===== config.mk =====
export PLATFORM = sky130hd
export DESIGN_NAME = keypad_scan
export DESIGN_NICKNAME = d
export VERILOG_FILES = /design/src/rtl/keypad_scan.sv
export SDC_FILE = /design/constraint.sdc
export NUM_CORES = 1
export LEC_CHECK = 0
export ABC_CLOCK_PERIOD_IN_PS = 7100
export CORE_UTILIZATION = 45
export DETAILED_ROUTE_END_ITERATION = 16
export SLEW_MARGIN = 15
export SYNTH_ARGS = -nofsm -noshare
export SYNTH_HDL_FRONTEND = slang
export SYNTH_SLANG_ARGS = --single-unit

===== constraint.sdc =====
create_clock -name clk -period 7.1 [get_ports clk]
set_input_delay 1.775 -clock clk [delete_from_list [all_inputs] [get_ports clk]]
set_output_delay 1.775 -clock clk [all_outputs]
set_load 0.01 [all_outputs]

===== src/rtl/keypad_scan.sv =====
// keypad_scan: scans a 4x4 active-low keypad and reports debounced presses as hex codes.
// Define KEYPAD_REPEAT_EN to re-strobe key_valid every REPEAT_FRAMES frames while a key is held.
module keypad_scan #(
  parameter int SCAN_DIV       = 1000,
  parameter int DEBOUNCE_SCANS = 4,
  parameter int REPEAT_FRAMES  = 64
) (
  input  logic       clk,
  input  logic       reset,
  input  logic [3:0] rows,
  output logic [3:0] cols,
  output logic [3:0] key,
  output logic       key_valid,
  output logic       key_held
);
  localparam int DW = $clog2(SCAN_DIV);
  localparam int SW = $clog2(DEBOUNCE_SCANS + 1);
  localparam int RW = $clog2(REPEAT_FRAMES + 1);
`ifdef KEYPAD_REPEAT_EN
  localparam bit RPT_ON = 1'b1;
`else
  localparam bit RPT_ON = 1'b0;
`endif

  typedef enum logic {IDLE, PRESSED} state_t;
  typedef enum logic [1:0] {R_NONE, R_SINGLE, R_MULTI} kind_t;

  logic [3:0]    sync1_q, sync2_q, pressed;
  logic [DW-1:0] dwell_q, dwell_d;
  logic [1:0]    col_q, col_d;
  logic [15:0]   frame_q, frame_now;
  kind_t         prev_kind_q, res_kind;
  logic [3:0]    prev_code_q, res_code, enc;
  logic [SW-1:0] stab_q, stab_d, stab_next;
  state_t        state_q, state_d;
  logic [3:0]    key_q, key_d;
  logic          valid_q, valid_d, held_q, held_d;
  logic [RW-1:0] rpt_q, rpt_d;
  logic          tick, frame_close, same, stable;

  assign pressed     = ~sync2_q;
  assign tick        = (dwell_q == DW'(SCAN_DIV - 1));
  assign frame_close = tick && (col_q == 2'd3);
  assign dwell_d     = tick ? '0 : dwell_q + DW'(1);
  assign col_d       = tick ? col_q + 2'd1 : col_q;
  assign cols        = ~(4'b0001 << col_q);
  assign key         = key_q;
  assign key_valid   = valid_q;
  assign key_held    = held_q;

  // Frame bit r*4+c holds row r of column c; the live column is merged in so the
  // col 3 sample counts toward the frame it closes.
  always_comb begin
    frame_now = frame_q;
    case (col_q)
      2'd0:    {frame_now[12], frame_now[8],  frame_now[4], frame_now[0]} = pressed;
      2'd1:    {frame_now[13], frame_now[9],  frame_now[5], frame_now[1]} = pressed;
      2'd2:    {frame_now[14], frame_now[10], frame_now[6], frame_now[2]} = pressed;
      default: {frame_now[15], frame_now[11], frame_now[7], frame_now[3]} = pressed;
    endcase
  end

  assign enc = {|(frame_now & 16'hFF00), |(frame_now & 16'hF0F0),
                |(frame_now & 16'hCCCC), |(frame_now & 16'hAAAA)};

  always_comb begin
    res_kind = R_MULTI;
    res_code = 4'd0;
    if (frame_now == 16'd0) begin
      res_kind = R_NONE;
    end else if ((frame_now & (frame_now - 16'd1)) == 16'd0) begin
      res_kind = R_SINGLE;
      res_code = enc;
    end
  end

  // Non-single results carry code 0, so kind+code equality is full result identity.
  assign same      = (res_kind == prev_kind_q) && (res_code == prev_code_q);
  assign stab_next = !same ? SW'(1) :
                     (stab_q == SW'(DEBOUNCE_SCANS)) ? stab_q : stab_q + SW'(1);
  assign stable    = (stab_next == SW'(DEBOUNCE_SCANS));

  always_comb begin
    state_d = state_q;
    key_d   = key_q;
    valid_d = 1'b0;
    held_d  = held_q;
    stab_d  = stab_q;
    rpt_d   = rpt_q;
    if (frame_close) begin
      stab_d = stab_next;
      case (state_q)
        IDLE: begin
          if (res_kind == R_SINGLE && stable) begin
            key_d   = res_code;
            valid_d = 1'b1;
            held_d  = 1'b1;
            rpt_d   = '0;
            state_d = PRESSED;
          end
        end
        default: begin
          // MULTI frames never release: a ghosted chord keeps the accepted key held.
          if (res_kind == R_NONE && stable) begin
            held_d  = 1'b0;
            state_d = IDLE;
          end else if (res_kind == R_SINGLE && stable && res_code != key_q) begin
            key_d   = res_code;
            valid_d = 1'b1;
            rpt_d   = '0;
          end else if (RPT_ON && res_kind == R_SINGLE && res_code == key_q) begin
            if (rpt_q == RW'(REPEAT_FRAMES - 1)) begin
              valid_d = 1'b1;
              rpt_d   = '0;
            end else begin
              rpt_d = rpt_q + RW'(1);
            end
          end
        end
      endcase
    end
  end

  always_ff @(posedge clk) begin
    sync1_q <= rows;
    sync2_q <= sync1_q;
    if (tick) frame_q <= frame_now;
    if (reset) begin
      sync1_q     <= 4'hF;
      sync2_q     <= 4'hF;
      dwell_q     <= '0;
      col_q       <= 2'd0;
      prev_kind_q <= R_NONE;
      prev_code_q <= 4'd0;
      stab_q      <= '0;
      state_q     <= IDLE;
      key_q       <= 4'd0;
      valid_q     <= 1'b0;
      held_q      <= 1'b0;
      rpt_q       <= '0;
    end else begin
      dwell_q <= dwell_d;
      col_q   <= col_d;
      if (frame_close) begin
        prev_kind_q <= res_kind;
        prev_code_q <= res_code;
      end
      stab_q  <= stab_d;
      state_q <= state_d;
      key_q   <= key_d;
      valid_q <= valid_d;
      held_q  <= held_d;
      rpt_q   <= rpt_d;
    end
  end
endmodule


==> out/qor.txt <==
Status: finished, final reports clean
Antenna fix cells: 0
Post-synthesis async set-or-reset flop share: 0
Grt total ovfl: 0
Ys flop type: dfxtp_1
Max Buffers Root-to-Sink: 2
Nets: 325
Initial antenna violation count: 0
Yosys cell types: 55
# setup viols final: 0
Final WL: 5650 um
Vias: 2163
DP HPWL: 4160 um
Final cycle utilization of the critical path: 0.513
Gp weighted congestion: 0.895
Leakage power: 1.01 nW
CTS tree: yes
Clk slew on worst S/H paths: 90 ps
Placed Area: 2970 um^2
Met1 wire length: 2800 um
CP arrival: 1870 ps
Hold Path Class: register to register
Metal2 WL: 2600 um
Post-CTS Setup Bufs: 0
Worst endpoint required time: 5330 ps
Setup tns final: 0 ps
DRC: 0
Crit path time final: 3640 ps
Unrepaired setup endpoints after global routing: false
Iteration-0 DRC Markers: 120
Die footprint: 6420 um^2
Least-Margin Pin Slew: 555 ps
Avg Cell Area, Syn: 9.28 um^2
Yosys top cell area share: 0.262
Post-synthesis sequential area ratio: 0.437
Ports: 16
Count of pins over their slew limit: 0
Vias in the first global route: 2069
Switching pwr: 103 uW
Area growth from synthesis to layout: 11.1%
Hold Fails Final Rpt: 0
Final core occ: 0.515
Core box area: 5920 um^2
Tot Pwr: 486 uW
Cell Rows: 28
Worst skew pair latency: 300 ps
Top post-synthesis cells by area: dfxtp_1 26%, edfxtp_1 17%, nor2_1 4.1%
CTS root buf: clkbuf_8
PortBufs: 15
Via density: 5.59
Routed Antenna Nets: 0
Synthesized area: 2750 um^2
# clock sinks: 52
Fmax: 275 MHz
CTS H-tree lvls: 2
Syn. warnings: 0
Critical Path End Type: output pin
Pin count of the biggest net entering global routing: 29
Synthesized Nets: 310
EDFF count, synth: 16
Fraction of layout instances using a drive strength above 1: 0.106
Seq cells post-synth: 52
DR WL/cell: 14.6 um
Clock power share: 0.330
Filler instances: 556
Reg power frac: 0.641
GRT Total Usage: 0.196
Met3 WL: 168 um
Drt pass-1 iters: 4
Inserted Clock Buffers: 5
PwrDens: 159 nW/um^2
Kind of critical path: register to output pin
Worst-path maximum fanout: 8
Resized Gates After CTS: 0
Max-cap viol count: 0
Hold Buf Count CTS: 0
Die W: 80.1 um
Final instance area: 3050 um^2
Startpoint Class: register
Post-synthesis cell type with the largest combined area: dfxtp_1
Logic pwr share: 0.029
Synthesized instance count: 296
Chip height: 80.1 um
Top Metal Used: met4
Clock Skews: 10.5 ps
Pint: 382 uW
Switching Fraction: 0.213
Rel. slew slack: 0.626
First-pass GRT wire length: 9850 um
Initial Util: 0.464
Peak VDD IR: 0.0957 mV
[routing by layer]
| layer | track usage | vias up |
|---|---|---|
| met5 | 0 | - |
| met4 | 0.0768 | 0 |
| met3 | 0.0364 | 9 |
| met2 | 0.315 | 40 |
| met1 | 0.260 | 1013 |
| li1 | - | 1101 |
[state kept, by name (all words and copies together) (netlist names)]
name         flops
key              4
stab_q           3
frame_q         16
col_q            2
prev_code_q      4
prev_kind_q      2
sync2_q          4
key_held         1
dwell_q         10
sync1_q          4
state_q          1
key_valid        1
[critical path: stages (launching register included)]
cell             delay, ps
dfxtp_1                430
inv_1                   90
ha_1                   320
inv_1                  160
clkdlybuf4s50_1        550
[power groups by stage]
stage / clock network, mW / logic, mW / registers (mW)
finish: 0.160 / 0.0139 / 0.311
global route: 0.180 / 0.0156 / 0.312
global placement: 0 / 0.0139 / 0.318
floorplan: 0 / 0.00972 / 0.317
CTS: 0.168 / 0.0141 / 0.311
detailed placement: 0 / 0.0141 / 0.318
[cell usage in the layout (no fill, tap or decap), drive strengths merged, types with 4 or more instances in the layout]
| cell type | instances |
|---|---|
| or3 | 10 |
| nand3 | 7 |
| o21ai | 19 |
| clkdlybuf4s50 | 15 |
| dfxtp | 36 |
| ha | 8 |
| nor4 | 10 |
| inv | 15 |
| edfxtp | 16 |
| o221ai | 5 |
| nand2 | 18 |
| nor3 | 13 |
| o211ai | 4 |
| xor2 | 10 |
| nor2 | 31 |
| or2 | 11 |
| nand2b | 12 |
| xnor2 | 5 |
| a21oi | 19 |
| clkbuf | 6 |
[cells by family after synthesis]
kind of cell | after synthesis | share of synthesized area
adders and majority gates | 9 | 0.0401
DFF | 52 | 0.437
muxes | 3 | 0.0128
and+or+nand+nor | 124 | 0.254
buffers and inverters | 25 | 0.0378
AOI/OAI and AO/OA | 68 | 0.170
xor gates and xnor gates | 15 | 0.0478
[synth_stat cells, types with 2 or more instances]
library cell,number
clkbuf_1,6
a211oi_1,3
edfxtp_1,16
ha_1,8
nand2b_1,12
dfxtp_1,36
xnor2_1,5
o22ai_1,2
o22a_1,3
or2_2,9
o21ai_0,14
nand3_1,7
buf_4,2
a21oi_1,19
o211ai_2,2
nor4_1,6
buf_2,2
inv_1,14
nand2_1,17
or3_1,10
nor2_1,30
mux2i_1,2
nor4_2,2
o221ai_1,4
nand4_1,3
and3_1,3
a31oi_1,2
o32ai_1,2
nor3_1,12
xor2_1,10
o21ai_1,5
or2_1,2
nand3b_1,3
nor4_4,2
[per-stage QoR]
stage | setup slack (ps) | instances | hold slack, ps
2_1_floorplan | 4130 | 296 | 389
3_3_place_gp | 3710 | 379 | 391
3_5_place_dp | 3630 | 379 | 398
4_1_cts | 3440 | 387 | 415
5_1_grt | 3190 | 387 | 460
6_report | 3460 | 387 | 409
[layout make-up]
cell class	instances	area, um^2	share of cell area
flip-flops and latches	52	1200	0.394
repair buffers	18	173	0.0566
multi-input cells	219	1450	0.474
well taps	75	93.8	0.0308
inverters	15	56.3	0.0185
clock buffers	6	72.6	0.0238
clock inverters	2	7.51	0.00246
[final timing paths]
check,startpoint,to,slack [ps],depth (start not counted)
min reg2reg,sync1_q[3],sync2_q[3],410,1
min,sync1_q[3],sync2_q[3],410,1
max,col_q[0],cols[0],3460,4
max reg2reg,col_q[0],key[0],3580,10
Note: power is estimated with default switching activity, not from simulation.
==> patch 1 (same flow settings) <==
Change the parameter `DEBOUNCE_SCANS` from 4 to 8.
--- a/src/rtl/keypad_scan.sv
+++ b/src/rtl/keypad_scan.sv
@@ -4,3 +4,3 @@
   parameter int SCAN_DIV       = 1000,
-  parameter int DEBOUNCE_SCANS = 4,
+  parameter int DEBOUNCE_SCANS = 8,
   parameter int REPEAT_FRAMES  = 64
Behaviour: no difference found for any inputs over 10 cycles, from zero or initial values and one cycle with reset high; that may be too few to reach the edited logic, so the function may still have changed.
==> patch 1 against the original RTL <==
  * Design area up 7.0%
  * Synthesized area up 7.9%
  * Cell count increased by 10%
  * Register-to-register slack worse by 0.90 ns
  * Sequential cell count rose by 1
  * Setup slack got worse by 0.78 ns
  * Hold slack improved by 0.010 ns
  * Routed wire length is 13% higher
  * Die area up 7.7%
  * Power increased by 11%
  * Critical endpoint is now key[0]
  * Largest cell class unchanged
==> patch 1: results (changes against the original RTL) <==
layout:
  multi_input_area_mm2: 0.00161  # was 0.00145 mm²
  signal_buffers: 16  # was 18
  clkCellAreaFrac_pct: 3.49  # was 2.63%
  regArea_mm2: 0.00122  # was 0.00120 mm²
  postLayoutCoreUtil_pct: 51.4  # was 51.5%
  nets: 362  # was 325
  drive_above_1_share_pct: 8.31  # was 10.6%
drt:
  vias: 2469  # was 2163
  met2_wirelength_mm: 2.89  # was 2.60 mm
  met3_length_um: 262  # was 168 µm
  wl_met1_mm: 3.17  # was 2.80 mm
  drt_iter0_markers: 226  # was 120
  wl_mm: 6.40  # was 5.65 mm
logic_synthesis:
  synth_nets: 353  # was 310
  synthMuxAreaShare_pct: 0.338  # was 1.28%
  synth.area.top_cells: "dfxtp_1 (25%), edfxtp_1 (16%), nor2_1 (6.2%)"  # was dfxtp_1 (26%), edfxtp_1 (17%), nor2_1 (4.1%)
  synth-xor-area-share_pct: 4.14  # was 4.78%
  synth_commonest_cells: "nor2_1 (49), dfxtp_1 (37), a21oi_1 (24), nand2_1 (23), inv_1 (17)"  # was dfxtp_1 (36), nor2_1 (30), a21oi_1 (19), nand2_1 (17), edfxtp_1 (16)
  synth_seq_area_share_pct: 41.2  # was 43.7%
  ys_types: 59  # was 55
  synth_top_area_share_pct: 25.0  # was 26.2%
  synth-compound-area-share_pct: 18.7  # was 17.0%
  synth.avg_cell_area_um2: 8.74  # was 9.28 µm²
run_status:
  outcome: "complete, no violations"  # unchanged
global_route:
  grt_first_pass_wirelength_mm: 11.0  # was 9.85 mm
  grt_pass1_vias: 2264  # was 2069
  grt.total_usage_pct: 19.5  # was 19.6%
  grt_max_degree: 32  # was 29
  grtUsageMet1_pct: 27.9  # was 26.0%
setup_path:
  max_stage_delay_ns: 0.76  # was 0.55 ns
  worst-path-max-fanout: 17  # was 8
  setup.worst_path.end_class: "flop"  # was output port
  arrival_ns: 4.64  # was 1.87 ns
  crit_slowest_cell: "a211oi_2"  # was clkdlybuf4s50_1
clock_network:
  cts.clk_slew.worst_paths_ns: 0.11  # was 0.09 ns
sta:
  clock_skew_ns: 0.00951  # was 0.0105 ns
  relSlewSlack_pct: 30.8  # was 62.6%
power:
  p_leak_nw: 1.19  # was 1.01 nW
place:
  dpl_cell_area_mm2: 0.00314  # was 0.00297 mm²
  pre_cts_ws_ns: 2.59  # was 3.63 ns
## patch 1: cell types whose count changed after synthesis, sizes merged, moves of 4 or more
cell / change
o21ai: -9
nand4: +4
nor4: -5
and3: +4
nand2: +6
or3: -8
nor2: +18
a21oi: +5
## patch 1: worst min path at each step
stage	startpoint	to	slack (ns)	depth (start not counted)
2_1_floorplan	sync1_q[0]	sync2_q[0]	0.39	1
3_3_place_gp	sync1_q[1]	sync2_q[1]	0.39	1
3_5_place_dp	sync1_q[0]	sync2_q[0]	0.40	1
4_1_cts	sync1_q[0]	sync2_q[0]	0.42	1
5_1_grt	sync1_q[1]	sync2_q[1]	0.44	1
6_report	sync1_q[0]	sync2_q[0]	0.42	1
## patch 1: metrics by stage
stage	cells	power [W]	hold WS [ns]
after floorplan	339	0.000336	0.389
after global placement	418	0.000343	0.393
after detailed placement	418	0.000343	0.395
after CTS	426	0.000547	0.421
after global routing	426	0.000561	0.441
final	426	0.000538	0.420
==> patch 2 (same settings) <==
Without the edit above. Put one more register stage on the output `key_held`, without a reset. The value now appears one clock later. The other outputs are not delayed to match.
--- a/src/rtl/keypad_scan.sv
+++ b/src/rtl/keypad_scan.sv
@@ -48,3 +48,5 @@
   assign key_valid   = valid_q;
-  assign key_held    = held_q;
+  always_ff @(posedge clk) begin
+    key_held <= held_q;
+  end
 
Check against the original RTL: no difference found for any inputs over 10 cycles, from zero or initial values and one cycle with reset high; that may be too few to reach the edited logic, so the function may still have changed.
==> patch 2 against the original RTL <==
  * Count of clock-buffer cells in the layout up 1
  * Routed wire length down 0.83%
  * Design area grew 1.1%
  * Power is 6.2% higher
  * Setup slack got worse by 0.0042 ns
  * First-iteration DRC count is 50% higher
  * Synthesized area increased by 0.73%
  * Sequential cell count increased by 1
  * Critical path type is now reg -> reg
  * Highest routed layer unchanged
==> patch 2: results (changes against the original RTL) <==
place:
  place_congestion: 0.798  # was 0.895
  place_hpwl_mm: 4.10  # was 4.16 mm
global_route:
  grt_first_pass_wirelength_mm: 9.08  # was 9.85 mm
  grtUsageMet3_pct: 4.09  # was 3.64%
  grt_pass1_vias: 1903  # was 2069
  met2_usage_pct: 27.6  # was 31.5%
  grt.total_usage_pct: 18.4  # was 19.6%
  grtUsageMet1_pct: 26.2  # was 26.0%
sta:
  tightest_slew_ns: 0.909  # was 0.555 ns
  clock_skew_ns: 0.00911  # was 0.0105 ns
drt:
  vias: 2165  # was 2163
  drt_iter0_markers: 180  # was 120
  wl_mm: 5.60  # was 5.65 mm
  met2_wirelength_mm: 2.41  # was 2.60 mm
  vias_per_cell: 5.59  # about the same
  met3_length_um: 221  # was 168 µm
  wl_met1_mm: 2.89  # was 2.80 mm
hold_path:
  hold_depth: 0  # was 1
  min_to: "key_held"  # was sync2_q[3]
  min_from: "held_q"  # was sync1_q[3]
setup_path:
  arrival_ns: 3.86  # was 1.87 ns
  worst-path-max-fanout: 11  # was 8
  r2r_setup_slack_ns: 3.46  # was 3.58 ns
  crit_slowest_cell: "or4_1"  # was clkdlybuf4s50_1
  path_class: "reg -> reg"  # was reg -> out
  cp-endpoint: "key[0]"  # was cols[0]
  cp_top_family: "simple AND/OR/NAND/NOR gates"  # was buffers and inverters
logic_synthesis:
  synth_edf_count: 16  # unchanged
  synth.area.top_cells: "dfxtp_1 (27%), edfxtp_1 (17%), nor2_1 (4.1%)"  # was dfxtp_1 (26%), edfxtp_1 (17%), nor2_1 (4.1%)
  synth_commonest_cells: "dfxtp_1 (37), nor2_1 (30), a21oi_1 (19), nand2_1 (17), edfxtp_1 (16)"  # was dfxtp_1 (36), nor2_1 (30), a21oi_1 (19), nand2_1 (17), edfxtp_1 (16)
  synthAdderAreaFrac_pct: 3.98  # was 4.01%
  synthMuxAreaShare_pct: 1.27  # was 1.28%
  synth-xor-area-share_pct: 4.75  # was 4.78%
  synth-compound-area-share_pct: 16.9  # was 17.0%
  synth_seq_area_share_pct: 44.1  # was 43.7%
  netlist_instances: 297  # was 296
  synth_nets: 311  # was 310
power:
  power_sequential_w: 0.000317  # was 0.000311 W
  vdd_drop_max_mv: 0.127  # was 0.0957 mV
  p_leak_nw: 1.03  # was 1.01 nW
  power_density_mw_per_mm2: 167  # was 159 mW/mm²
  pg_clk_w: 0.000185  # was 0.000160 W
  p_switching_w: 0.000106  # was 0.000103 W
run_status:
  outcome: "complete, no violations"  # unchanged
layout:
  nFillCells: 586  # was 556
  nets: 325  # unchanged
==> patch 2: cells by family (layout without fill, tap and decap cells) <==
family                   after synthesis  in the layout
AND/OR/NAND/NOR                      124            124
AO/OA/AOI/OAI                         68             68
flip-flops                            53             53
buffers and inverters                 25             40
XOR/XNOR                              15             15
adder cells (fa/ha/maj)                9              9
multiplexers                           3              3
==> patch 2: stage by stage <==
step / worst slack [ns] / cell area [µm²] / hold WS, ns
floorplan: 4.13 / 2770 / 0.332
global placement: 3.61 / 2980 / 0.347
detailed placement: 3.54 / 2980 / 0.344
CTS: 3.45 / 3080 / 0.366
global route: 3.16 / 3080 / 0.377
finish: 3.46 / 3080 / 0.366
==> patch 2: cell type report <==
class                      instances  share of cell area [%]
multi-input combinational        219                    46.9
sequential                        53                    39.6
timing repair buffer              17                    5.35
clock buffer                       7                    3.16
tap                               75                    3.04
inverter                          15                    1.83
clock inverter                     1                   0.122
